<file path="src/rtl/riscv_pkg.sv">
// Shared definitions for the fetch stage: default data width, the canonical
// NOP encoding, and the fetch FSM state type.
package riscv_pkg;

    localparam int unsigned XLEN_DEFAULT = 32;

    // addi x0, x0, 0
    localparam logic [31:0] NOP_INSTR = 32'h0000_0013;

    typedef enum logic [1:0] {
        IDLE  = 2'd0,
        FETCH = 2'd1,
        DRAIN = 2'd2
    } fetch_state_e;

endpackage

</file>
<file path="src/rtl/fetch_fifo.sv">
// In-order synchronous FIFO holding {pc, instruction} pairs for the fetch stage.
// Ports:
//   clk, reset        clock, asynchronous active-high reset
//   push_i, data_i    write one entry
//   pop_i             drop the head entry (ignored when empty)
//   clear_i           empty the FIFO; wins over push/pop in the same cycle
//   head_o            head entry, read combinationally from storage
//   count_o           current occupancy (0..DEPTH)
//   empty_o, full_o   occupancy flags
module fetch_fifo
    import riscv_pkg::*;
#(
    parameter int unsigned WIDTH = 2 * XLEN_DEFAULT,
    parameter int unsigned DEPTH = 4
) (
    input  logic                           clk,
    input  logic                           reset,
    input  logic                           push_i,
    input  logic                           pop_i,
    input  logic                           clear_i,
    input  logic [WIDTH-1:0]               data_i,
    output logic [WIDTH-1:0]               head_o,
    output logic [$clog2(DEPTH+1)-1:0]     count_o,
    output logic                           empty_o,
    output logic                           full_o
);

    localparam int unsigned PTR_W = $clog2(DEPTH);
    localparam int unsigned CNT_W = $clog2(DEPTH + 1);

    logic [WIDTH-1:0] mem_q [DEPTH];
    logic [PTR_W-1:0] wr_ptr_q;
    logic [PTR_W-1:0] rd_ptr_q;
    logic [CNT_W-1:0] count_q;

    logic do_push;
    logic do_pop;

    assign do_push = push_i & ~clear_i;
    assign do_pop  = pop_i & ~clear_i & ~empty_o;

    assign empty_o = (count_q == '0);
    assign full_o  = (count_q == CNT_W'(DEPTH));
    assign count_o = count_q;
    assign head_o  = mem_q[rd_ptr_q];

    // Pointers and occupancy; DEPTH is a power of two so pointers wrap naturally.
    always_ff @(posedge clk or posedge reset) begin
        if (reset) begin
            wr_ptr_q <= '0;
            rd_ptr_q <= '0;
            count_q  <= '0;
        end else if (clear_i) begin
            wr_ptr_q <= '0;
            rd_ptr_q <= '0;
            count_q  <= '0;
        end else begin
            if (do_push) wr_ptr_q <= wr_ptr_q + PTR_W'(1);
            if (do_pop)  rd_ptr_q <= rd_ptr_q + PTR_W'(1);
            case ({do_push, do_pop})
                2'b10:   count_q <= count_q + CNT_W'(1);
                2'b01:   count_q <= count_q - CNT_W'(1);
                default: count_q <= count_q;
            endcase
        end
    end

    // Storage needs no reset: entries are only observed through count_q.
    always_ff @(posedge clk) begin
        if (do_push) mem_q[wr_ptr_q] <= data_i;
    end

endmodule

</file>
<file path="src/rtl/fetch_prefetch_unit.sv">
// Instruction-fetch stage with a prefetch queue. Issues pipelined IMEM requests
// (req/gnt/rvalid, in-order responses, variable latency), buffers {pc, instr}
// pairs and hands them to ID with valid/stall. A redirect flushes the queue and
// discards every response still in flight.
// Ports:
//   clk, reset                            clock, asynchronous active-high reset
//   IMEM_req_o / IMEM_addr_o              request valid / word-aligned address
//   IMEM_gnt_i                            request accepted this cycle
//   IMEM_rvalid_i / IMEM_rdata_i          in-order response and its instruction
//   redirect_i / redirect_pc_i            flush and restart fetch at new PC
//   stall_if_i                            ID cannot accept; hold head entry
//   PIP_valid_o / PIP_instruction_o / PIP_pc_o   head entry towards ID
module fetch_prefetch_unit
    import riscv_pkg::*;
#(
    parameter int unsigned     XLEN            = XLEN_DEFAULT,
    parameter int unsigned     DEPTH           = 4,
    parameter int unsigned     MAX_OUTSTANDING = 2,
    parameter logic [XLEN-1:0] START_ADDR      = '0
) (
    input  logic            clk,
    input  logic            reset,
    output logic            IMEM_req_o,
    output logic [XLEN-1:0] IMEM_addr_o,
    input  logic            IMEM_gnt_i,
    input  logic            IMEM_rvalid_i,
    input  logic [XLEN-1:0] IMEM_rdata_i,
    input  logic            redirect_i,
    input  logic [XLEN-1:0] redirect_pc_i,
    input  logic            stall_if_i,
    output logic            PIP_valid_o,
    output logic [XLEN-1:0] PIP_instruction_o,
    output logic [XLEN-1:0] PIP_pc_o
);

    localparam int unsigned OUT_W = $clog2(MAX_OUTSTANDING + 1);
    localparam int unsigned CNT_W = $clog2(DEPTH + 1);
    localparam int unsigned SUM_W = CNT_W + 1;

    fetch_state_e     state_q,       state_d;
    logic [XLEN-1:0]  fetch_pc_q,    fetch_pc_d;
    logic [XLEN-1:0]  resp_pc_q,     resp_pc_d;
    logic [OUT_W-1:0] outstanding_q, outstanding_d;
    logic [CNT_W-1:0] discard_q,     discard_d;

    logic [CNT_W-1:0]  fifo_count;
    logic              fifo_empty;
    logic              fifo_full;
    logic [2*XLEN-1:0] fifo_head;

    logic            rvalid_eff;
    logic            issue;
    logic            dropping;
    logic            push;
    logic            pop;
    logic [XLEN-1:0] redirect_pc_al;
    logic [SUM_W-1:0] occupancy;

    // Responses are meaningless before the first fetch has been issued.
    assign rvalid_eff     = IMEM_rvalid_i & (state_q != IDLE);
    assign redirect_pc_al = redirect_pc_i & ~XLEN'(3);
    assign occupancy      = SUM_W'(fifo_count) + SUM_W'(outstanding_q);

    // Only issue when every in-flight response is guaranteed a FIFO slot.
    assign IMEM_req_o  = (state_q == FETCH) & ~redirect_i
                       & (occupancy < SUM_W'(DEPTH))
                       & (outstanding_q < OUT_W'(MAX_OUTSTANDING));
    assign IMEM_addr_o = fetch_pc_q;
    assign issue       = IMEM_req_o & IMEM_gnt_i;

    assign dropping = rvalid_eff & (discard_q != '0);
    assign push     = rvalid_eff & (discard_q == '0) & ~redirect_i;

    assign PIP_valid_o       = ~fifo_empty & ~redirect_i;
    assign pop               = PIP_valid_o & ~stall_if_i;
    assign PIP_instruction_o = PIP_valid_o ? fifo_head[XLEN-1:0] : XLEN'(NOP_INSTR);
    assign PIP_pc_o          = PIP_valid_o ? fifo_head[2*XLEN-1:XLEN] : '0;

    fetch_fifo #(
        .WIDTH (2 * XLEN),
        .DEPTH (DEPTH)
    ) u_fifo (
        .clk     (clk),
        .reset   (reset),
        .push_i  (push),
        .pop_i   (pop),
        .clear_i (redirect_i),
        .data_i  ({resp_pc_q, IMEM_rdata_i}),
        .head_o  (fifo_head),
        .count_o (fifo_count),
        .empty_o (fifo_empty),
        .full_o  (fifo_full)
    );

    // Next-state for FSM, PCs and counters.
    always_comb begin
        state_d       = state_q;
        fetch_pc_d    = fetch_pc_q;
        resp_pc_d     = resp_pc_q;
        discard_d     = discard_q;
        outstanding_d = outstanding_q + OUT_W'(issue) - OUT_W'(rvalid_eff);

        if (redirect_i) begin
            fetch_pc_d = redirect_pc_al;
            resp_pc_d  = redirect_pc_al;
            // Every response still in flight belongs to the old stream, so the
            // drop count is exactly what remains outstanding after this cycle.
            discard_d  = CNT_W'(outstanding_d);
        end else begin
            if (issue)    fetch_pc_d = fetch_pc_q + XLEN'(4);
            if (push)     resp_pc_d  = resp_pc_q + XLEN'(4);
            if (dropping) discard_d  = discard_q - CNT_W'(1);
        end

        case (state_q)
            IDLE:    state_d = FETCH;
            FETCH:   if (redirect_i && (discard_d != '0)) state_d = DRAIN;
            DRAIN:   if (discard_d == '0) state_d = FETCH;
            default: state_d = IDLE;
        endcase
    end

    // State register.
    always_ff @(posedge clk or posedge reset) begin
        if (reset) begin
            state_q       <= IDLE;
            fetch_pc_q    <= START_ADDR;
            resp_pc_q     <= START_ADDR;
            outstanding_q <= '0;
            discard_q     <= '0;
        end else begin
            state_q       <= state_d;
            fetch_pc_q    <= fetch_pc_d;
            resp_pc_q     <= resp_pc_d;
            outstanding_q <= outstanding_d;
            discard_q     <= discard_d;
        end
    end

    a_no_push_when_full: assert property (@(posedge clk) disable iff (reset)
        !(push && fifo_full));

    a_no_rvalid_underflow: assert property (@(posedge clk) disable iff (reset)
        !(rvalid_eff && (outstanding_q == '0)));

endmodule
</file>
<file path="config.mk">
export PLATFORM = sky130hd
export DESIGN_NAME = fetch_prefetch_unit
export DESIGN_NICKNAME = d
export VERILOG_FILES = /design/src/rtl/riscv_pkg.sv /design/src/rtl/fetch_fifo.sv /design/src/rtl/fetch_prefetch_unit.sv
export SDC_FILE = /design/constraint.sdc
export NUM_CORES = 1
export LEC_CHECK = 0
export ABC_AREA = 1
export BUFFER_PORTS_ARGS = -buffer_cell sky130_fd_sc_hd__clkbuf_2
export CAP_MARGIN = 20
export CELL_PAD_IN_SITES_DETAIL_PLACEMENT = 1
export CELL_PAD_IN_SITES_GLOBAL_PLACEMENT = 1
export CORE_MARGIN = 8
export CORE_UTILIZATION = 43
export CTS_BUF_LIST = sky130_fd_sc_hd__clkbuf_4 sky130_fd_sc_hd__clkbuf_8
export DETAILED_ROUTE_END_ITERATION = 8
export PLACE_DENSITY = 0.83
export SLEW_MARGIN = 20
export SYNTH_ARGS = -nofsm -noshare
export SYNTH_HDL_FRONTEND = slang
export SYNTH_SLANG_ARGS = --single-unit
</file>
<file path="constraint.sdc">
create_clock -name clk -period 4.3 [get_ports clk]
set_clock_uncertainty 0.05 [all_clocks]
set_input_delay 0.43 -clock clk [delete_from_list [all_inputs] [get_ports clk]]
set_output_delay 0.43 -clock clk [all_outputs]
set_load 0.02 [all_outputs]
</file>
* Yosys cells after proc, flatten, opt, wreduce, memory -nomap -nowiden *
Memories as Yosys holds them, arrays and structs flattened.
Cells that the tools add are included.

word-level totals
  bits in writable memories = 256
  register bits after elaboration = 78
  memories = 1

memory list
  name          depth  width  rd ports  clocked after Yosys merged registers in  wr ports  line              text
  u_fifo.mem_q  4      64     1         0                                        1         fetch_fifo.sv:31  logic [WIDTH-1:0] mem_q [DEPTH];

operators by class
  $add $sub $neg = 10
  reductions and logical operators = 14
  $lt $le $gt $ge = 2
  equality and inequality tests = 6
  bitwise logic cells = 16
  muxes and demuxes = 19

operator list
  kind                                                                     count
  32-bit two-way mux                                                       6
  32-bit by 3-bit adder with 32-bit output, second input constant          2
  1-bit bitwise AND                                                        13
  2-bit two-way mux                                                        6
  2-bit nonzero test                                                       5
  3-bit zero test                                                          3
  3-bit two-way mux                                                        3
  3-bit nonzero test                                                       3
  2-bit one-hot mux with 3 select lines                                    1
  3-bit one-hot mux with 2 select lines                                    1
  3-bit by 1-bit subtractor with 3-bit output, second input constant       2
  2-bit by 1-bit adder with 2-bit output, second input constant            2
  3-bit by 2-bit adder with 4-bit output                                   1
  2-bit by 1-bit equality test with 1-bit output, second input constant    2
  2-bit equality test, second input constant                               2
  4-bit by 3-bit < comparator with 1-bit output, second input constant     1
  3-bit by 1-bit adder with 3-bit output, second input constant            1
  1-bit inverter                                                           3
  2-bit by 1-bit adder with 2-bit output                                   1
  2-bit zero test                                                          1
  2-bit < comparator, second input constant                                1
  1-bit two-way mux                                                        2
  2-bit by 1-bit inequality test with 1-bit output, second input constant  1
  2-bit inequality test, second input constant                             1
  3 further kinds                                                          3

* Longest topological paths before layout *
Gate-level depths: netlist of the first run.

  word-level depth = 12
  depth in mapped cells = 16
  mapped depth without buffers = 16

* By module *
A second synthesis of the first run with hierarchy kept.

unflattened totals
  cell total of the unflattened synthesis = 1545
  area, all modules = 15194.6 µm²

modules (own cells, without submodules)
  module               cells each  times used  seq. area each (µm²)  area each (µm²)
  fetch_fifo           685         1           7862.5                9954.5
  fetch_prefetch_unit  860         1           1676.6                5240.0

* Least setup slack after synthesis of the first run *
No wires, ideal clock.

  path type = register -> register
  start point = register discard_q[0]
  end point = memory u_fifo.mem_q[0][0] in the netlist's numbering, enable pin
  data required time = 3768 ps
  clock period less this slack = 4140 ps
  cell stages (with the launch flop) = 7
  path buffers = 0
  data arrival time = 3608 ps
  path slack = 160 ps
  cells stage by stage = dfrtp_1 inv_1 ha_1 nand2_2 nor2_8 nand2_4 nor2_1

between the ends
  cells in the longest elaborated chain, start to end = 6

ends and longest elaborated chain
  element                                  line                        text
  start: declaration                       fetch_prefetch_unit.sv:44   logic [CNT_W-1:0] discard_q, discard_d;
  start signal: assignment                 fetch_prefetch_unit.sv:136  discard_q <= discard_d;
  3-bit zero test                          fetch_prefetch_unit.sv:72   assign push = rvalid_eff & (discard_q == '0) & ~redirect_i;
  1-bit bitwise AND (2 in a row)           fetch_prefetch_unit.sv:72
  1-bit bitwise AND                        fetch_fifo.sv:39            assign do_push = push_i & ~clear_i;
  1-bit two-way mux                        fetch_fifo.sv:70            if (do_push) mem_q[wr_ptr_q] <= data_i;
  1-bit two-way mux (not written as such)  fetch_fifo.sv:70
  end: declaration                         fetch_fifo.sv:31

Every way passes these cells.

* Worst setup path in the final report of the first run *
  start point = register u_fifo.rd_ptr_q[0]
  end point = output PIP_instruction_o[14]

between the ends
  cells in the longest elaborated chain, start to end = 2

ends and longest elaborated chain
  element                   line                       text
  start: declaration        fetch_fifo.sv:33           logic [PTR_W-1:0] rd_ptr_q;
  start signal: assignment  fetch_fifo.sv:59           if (do_pop) rd_ptr_q <= rd_ptr_q + PTR_W'(1);
  memory 4 x 64 bit         --
  32-bit two-way mux        fetch_prefetch_unit.sv:76  assign PIP_instruction_o = PIP_valid_o ? fifo_head[XLEN-1:0] : XLEN'(NOP_INSTR);
  end: declaration          fetch_prefetch_unit.sv:32  output logic [XLEN-1:0] PIP_instruction_o,

Every way passes these cells.

==> impl_metrics.ini, run 1 <==
[timing]
rsz0062_at_grt = no
fin_hold_ws_ns = 0.0555
hold_viol = 0
setup_viol = 0
maxSlewViolCount = 0
tns_ns = 0
tightest_slew_ns = 1.06
max_freq_ghz = 0.283
fin_crit_ns = 3.53
max-slew-margin-rel = 0.295
timing.final.crit_share = 0.820

[grt]
grt_max_degree = 95
grt_pass1_vias = 12500
grt_pass1_wl_mm = 67.2
grt_usage = 0.207
antenna_found_initial = 0
grt-ovfl-total = 0

[clocking]
path_clk_slew_ns = 0.05
clockBufferDepth = 3
cts_setup_buffers = 0
htree_levels = 2
numCtsBuffers = 54
cts_resized = 0
insertion_delay_ns = 0.59
tritoncts = done
root_buffer = clkbuf_8
cts.sinks = 322
ctsHoldBuffers = 32

[worst_setup_path]
crit_path_start_kind = flop
r2r_cells = 12
required_ns = 3.82
r2r-start = u_fifo.count_o[0]
reg2reg_slack_ns = 1.45
crit_arrival_ns = 3.05
endpoint_kind = output port
crit_type = reg -> out
path_max_fanout = 94
r2r-end = u_fifo.count_o[2]

[place]
dp_cells = 2067
port_buffers = 161
post-dp-hpwl_mm = 28.3
gp_congestion = 0.872

[yosys]
synthCells = 1498
synth_warnings = 0
synth_cell_type_count = 38
syn_area_per_cell_um2 = 9.80
synth-seq-area-share = 0.633
syn_area_um2 = 14700
synth-seq-cells = 322

[min_path]
hp-start = IMEM_rdata_i[6]
hp-class = in -> reg
hold_depth = 1
worstHoldEndpoint = u_fifo.mem_q[3][6]

[floorplan]
die_w_um = 201
die_area_um2 = 40300
core_region_area_um2 = 33600
start_util = 0.437
die_h_um = 201
row_count = 67
io_pins = 168

[layout]
area_delta_synth_final_pct = 18.6
layout-drive-gt1-share = 0.174
instances_no_fill = 2196
final_common_cell = nor2_1
antenna_cells = 0
final_cell_mix = nor2_1 (311), nand2_1 (264), edfxtp_1 (248)
final_net_count = 1789

[routing]
num_vias = 11600
post_drt_wl_per_cell_um = 19.5
wl_mm = 42.9
via_per_inst = 5.27
drc = 0
drt_iter0_drc = 592
drt_pass1_iterations = 4
route.antenna.remaining_nets = 0

[pwr]
powerDensity_nw_per_um2 = 527
vdd_ir_drop_max_v = 0.000232
p_leak_nw = 7.01
finalPower_mw = 9.18

[run]
cap_viol_max_count = 0

[outcome]
status = finished clean
kinds of logic (layout without fill, tap and decap cells):
family	Yosys count	after routing	synth area share
adders and majority gates	12	12	0.0107
AOI/OAI and AO/OA	251	251	0.0899
buffers and inverters	170	417	0.0472
and+or+nand+nor	716	716	0.203
DFF	322	322	0.633
xor gates and xnor gates	26	26	0.0155
other	1	4	0.000255
critical path, cell delays in order (launching register included):
cell and delay, ns:
dfrtp_4 0.67, buf_4 0.85, nor2_1 0.13, nor2_1 0.15, o21ai_0 0.13, a21oi_1 0.22, clkbuf_2 0.22
metal layers:
metal / GRT usage / wire length [um] / vias to the layer above
met4: 0.0573 / 770 / 0
li1: - / - / 5478
met1: 0.262 / 18800 / 5740
met5: 0 / 0 / -
met3: 0.0402 / 2050 / 54
met2: 0.358 / 21200 / 293
how the worst max path moves through the flow:
stage | startpoint | endpoint | slack (ns) | depth (start not counted)
finish | u_fifo.rd_ptr_q[0] | PIP_instruction_o[14] | 0.77 | 6
global route | u_fifo.rd_ptr_q[0] | PIP_pc_o[13] | 0.56 | 6
CTS | u_fifo.rd_ptr_q[0] | PIP_pc_o[10] | 0.68 | 6
detailed placement | u_fifo.rd_ptr_q[0] | PIP_pc_o[10] | 1.32 | 6
global placement | u_fifo.rd_ptr_q[0] | PIP_pc_o[19] | 1.47 | 6
floorplan | discard_q[0] | u_fifo.mem_q[0][0] | 0.16 | 6
Yosys cell counts:
| cell | instances | area, um2 |
|---|---|---|
| clkbuf_1 | 32 | 120 |
| nor3_4 | 1 | 16.3 |
| nand3b_1 | 4 | 30.0 |
| o21ai_0 | 158 | 791 |
| o311ai_0 | 2 | 17.5 |
| buf_6 | 1 | 11.3 |
| o211ai_1 | 8 | 60.1 |
| nor2_8 | 1 | 20.0 |
| xnor2_1 | 6 | 52.6 |
| nand2_1 | 265 | 995 |
| a21oi_1 | 67 | 335 |
| inv_1 | 99 | 372 |
| buf_1 | 7 | 26.3 |
| nand4_1 | 15 | 93.8 |
| nand2_2 | 3 | 18.8 |
| o311ai_1 | 1 | 8.76 |
| edfxtp_1 | 248 | 7450 |
| nor2_4 | 3 | 33.8 |
| nor3_1 | 19 | 95.1 |
| clkinv_2 | 1 | 5.00 |
| o21ai_1 | 2 | 10.0 |
| buf_4 | 7 | 52.6 |
| o221ai_1 | 4 | 35.0 |
| dfrtp_1 | 74 | 1850 |
| a31oi_1 | 4 | 25.0 |
| o21bai_1 | 5 | 37.5 |
| nor3b_1 | 1 | 7.51 |
| ha_1 | 11 | 138 |
| nand2_4 | 5 | 56.3 |
| conb_1 | 1 | 3.75 |
| nand3_1 | 79 | 395 |
| nand4_2 | 1 | 12.5 |
| xor2_1 | 20 | 175 |
| inv_2 | 7 | 26.3 |
| fa_1 | 1 | 20.0 |
| nor2_1 | 315 | 1180 |
| nor2_2 | 4 | 25.0 |
| buf_2 | 16 | 80.1 |
report_power, final:
part	switching (mW)	total, mW	internal (mW)
registers	0.322	3.96	3.64
logic	1.72	2.43	0.715
clock network	1.23	2.78	1.56
through the flow:
| stage | cell area, um2 | setup slack, ns | utilization |
|---|---|---|---|
| final | 17400 | 0.772 | 0.518 |
| after global routing | 17400 | 0.560 | 0.518 |
| after CTS | 17400 | 0.676 | 0.518 |
| after detailed placement | 16000 | 1.32 | 0.476 |
| after global placement | 16000 | 1.47 | 0.476 |
| after floorplan | 14700 | 0.160 | - |
sequential cells by signal (all words and copies together), names as in the netlist:
name	flops
u_fifo.rd_ptr_q	2
outstanding_q	2
state_q	2
u_fifo.count_o	3
u_fifo.wr_ptr_q	2
u_fifo.mem_q	248
discard_q	3
IMEM_addr_o	30
resp_pc_q	30
cell type report:
class | count | area [um2]
Clock inverter | 29 | 240
Timing Repair Buffer | 213 | 1310
Fill cell | 3838 | 16200
Multi-Input combinational cell | 1009 | 4730
Tap cell | 448 | 561
Clock buffer | 68 | 861
Inverter | 107 | 403
Sequential cell | 322 | 9300
Note: power is estimated with default switching activity, not from simulation.
==> run 2: changes to the inputs <==
Settings changed: CORE_UTILIZATION 43 to 47, PLACE_DENSITY 0.83 to 0.86.
Clock period 4.3 ns to 3.5 ns, I/O delays scaled along.
==> impl_metrics.ini, run 2 (same netlist as run 1, synthesis figures left out) <==
[outcome]
status = finished clean

[floorplan]
die_area_um2 = 37200
start_util = 0.479
io_pins = 168
row_count = 64
die_w_um = 193
die_h_um = 193
core_region_area_um2 = 30700

[place]
gp_congestion = 0.900
placed_area_um2 = 16000
post-dp-hpwl_mm = 29.2
port_buffers = 161
place_ws_ns = 0.996

[clocking]
htree_levels = 2
root_buffer = clkbuf_8
cts.sinks = 322
numCtsBuffers = 52
path_clk_slew_ns = 0.06
clockBufferDepth = 3
insertion_delay_ns = 0.59
cts_setup_buffers = 0
tritoncts = done

[routing]
route.antenna.remaining_nets = 0
num_vias = 11800
drt_iter0_drc = 646
drt_pass1_iterations = 5
post_drt_wl_per_cell_um = 20.4
via_per_inst = 5.49
wl_mm = 43.7
drc = 0

[layout]
final_common_cell = nor2_1
final_net_count = 1794
final_util = 0.568
area_delta_synth_final_pct = 18.6
seq_area_um2 = 9300
layout-drive-gt1-share = 0.165
top_register = u_fifo.mem_q
antenna_cells = 0
largest_reg_flops = 248
multi_input_area_um2 = 4730
n_fill_cell = 3429
final_cell_mix = nor2_1 (311), nand2_1 (264), edfxtp_1 (248)
fin_area_um2 = 17400

[timing]
tightest_slew_ns = 0.816
timing.final.crit_share = 0.827
rsz0062_at_grt = no
max_freq_ghz = 0.346
maxSlewViolCount = 0
worst_slack_ns = 0.606
max-slew-margin-rel = 0.456
fin_hold_ws_ns = 0.0422
setup_viol = 0
hold_viol = 0
fin_crit_ns = 2.89

[pwr]
p_leak_nw = 7.00
powerDensity_nw_per_um2 = 643
vdd_ir_drop_max_v = 0.000323

[run]
cap_viol_max_count = 0

[worst_setup_path]
crit_type = reg -> out
reg2reg_slack_ns = 1.01
endpoint_kind = output port
path_max_fanout = 75
crit_arrival_ns = 2.49
required_ns = 3.10
crit_path_start_kind = flop

[grt]
grt-ovfl-total = 0
grt_max_degree = 126
grt_pass1_vias = 12600
grt_pass1_wl_mm = 68.1
antenna_found_initial = 1
grt_usage = 0.233

[min_path]
hp-class = in -> reg
[run 2: cell types whose count changed in the layout (fill, tap and decap cells not counted), sizes merged]
cell / previous run / this run
dlygate4sd3: 32 / 42
bufinv: 4 / 3
buf: 20 / 17
clkinv: 24 / 16
inv: 106 / 108
clkinvlp: 2 / 1
[run 2: worst paths after layout]
kind / start / endpoint / cells after the start
max: u_fifo.rd_ptr_q[0] / PIP_instruction_o[26] / 5
min: redirect_pc_i[18] / IMEM_addr_o[18] / 3
max reg2reg: discard_q[0] / u_fifo.count_o[2] / 12
min reg2reg: IMEM_addr_o[2] / IMEM_addr_o[2] / 1
max in group asynchronous: reset / resp_pc_q[30] / 4
min in group asynchronous: reset / IMEM_addr_o[25] / 3
[run 2: through the flow]
stage | power (mW) | TNS [ns] | instances
after CTS | 11.3 | 0 | 2143
after global routing | 11.8 | 0 | 2143
after floorplan | 6.83 | -158.82 | 1501
final | 11.2 | 0 | 2143
after global placement | 7.74 | 0 | 2012
after detailed placement | 7.95 | 0 | 2012
[run 2: final cells by class]
| class | count | share of cell area |
|---|---|---|
| inverters | 107 | 0.0231 |
| well taps | 396 | 0.0284 |
| repair buffers | 220 | 0.0835 |
| multi-input cells | 1009 | 0.272 |
| clock inverters | 21 | 0.0103 |
| flip-flops and latches | 322 | 0.534 |
| clock buffers | 68 | 0.0487 |
[run 2: per-layer routing]
metal | vias up | global-route usage | wire, um
li1 | 5484 | - | -
met1 | 5836 | 0.292 | 18500
met2 | 369 | 0.405 | 21600
met3 | 72 | 0.0414 | 2530
met4 | 2 | 0.0693 | 1010
met5 | - | 0 | 9
[run 2: critical path: stages, from the launching register on]
cell and delay, ns:
dfrtp_4 0.51, inv_2 0.07, buf_4 0.56, o21ai_0 0.24, a21oi_1 0.28, clkbuf_2 0.22
[run 2: repair_timing]
item / CTS / global route
hold buffers: 42 / 0
setup endpoints to repair: 0 / 0
resized for setup: 0 / 0
endpoints found under the hold margin: 164 / 0
[run 2: power breakdown]
group	leakage [nW]	total (mW)	switching, mW	internal, mW
clock	0.538	3.29	1.49	1.80
combinational	3.33	3.07	2.17	0.903
sequential	3.14	4.84	0.367	4.48
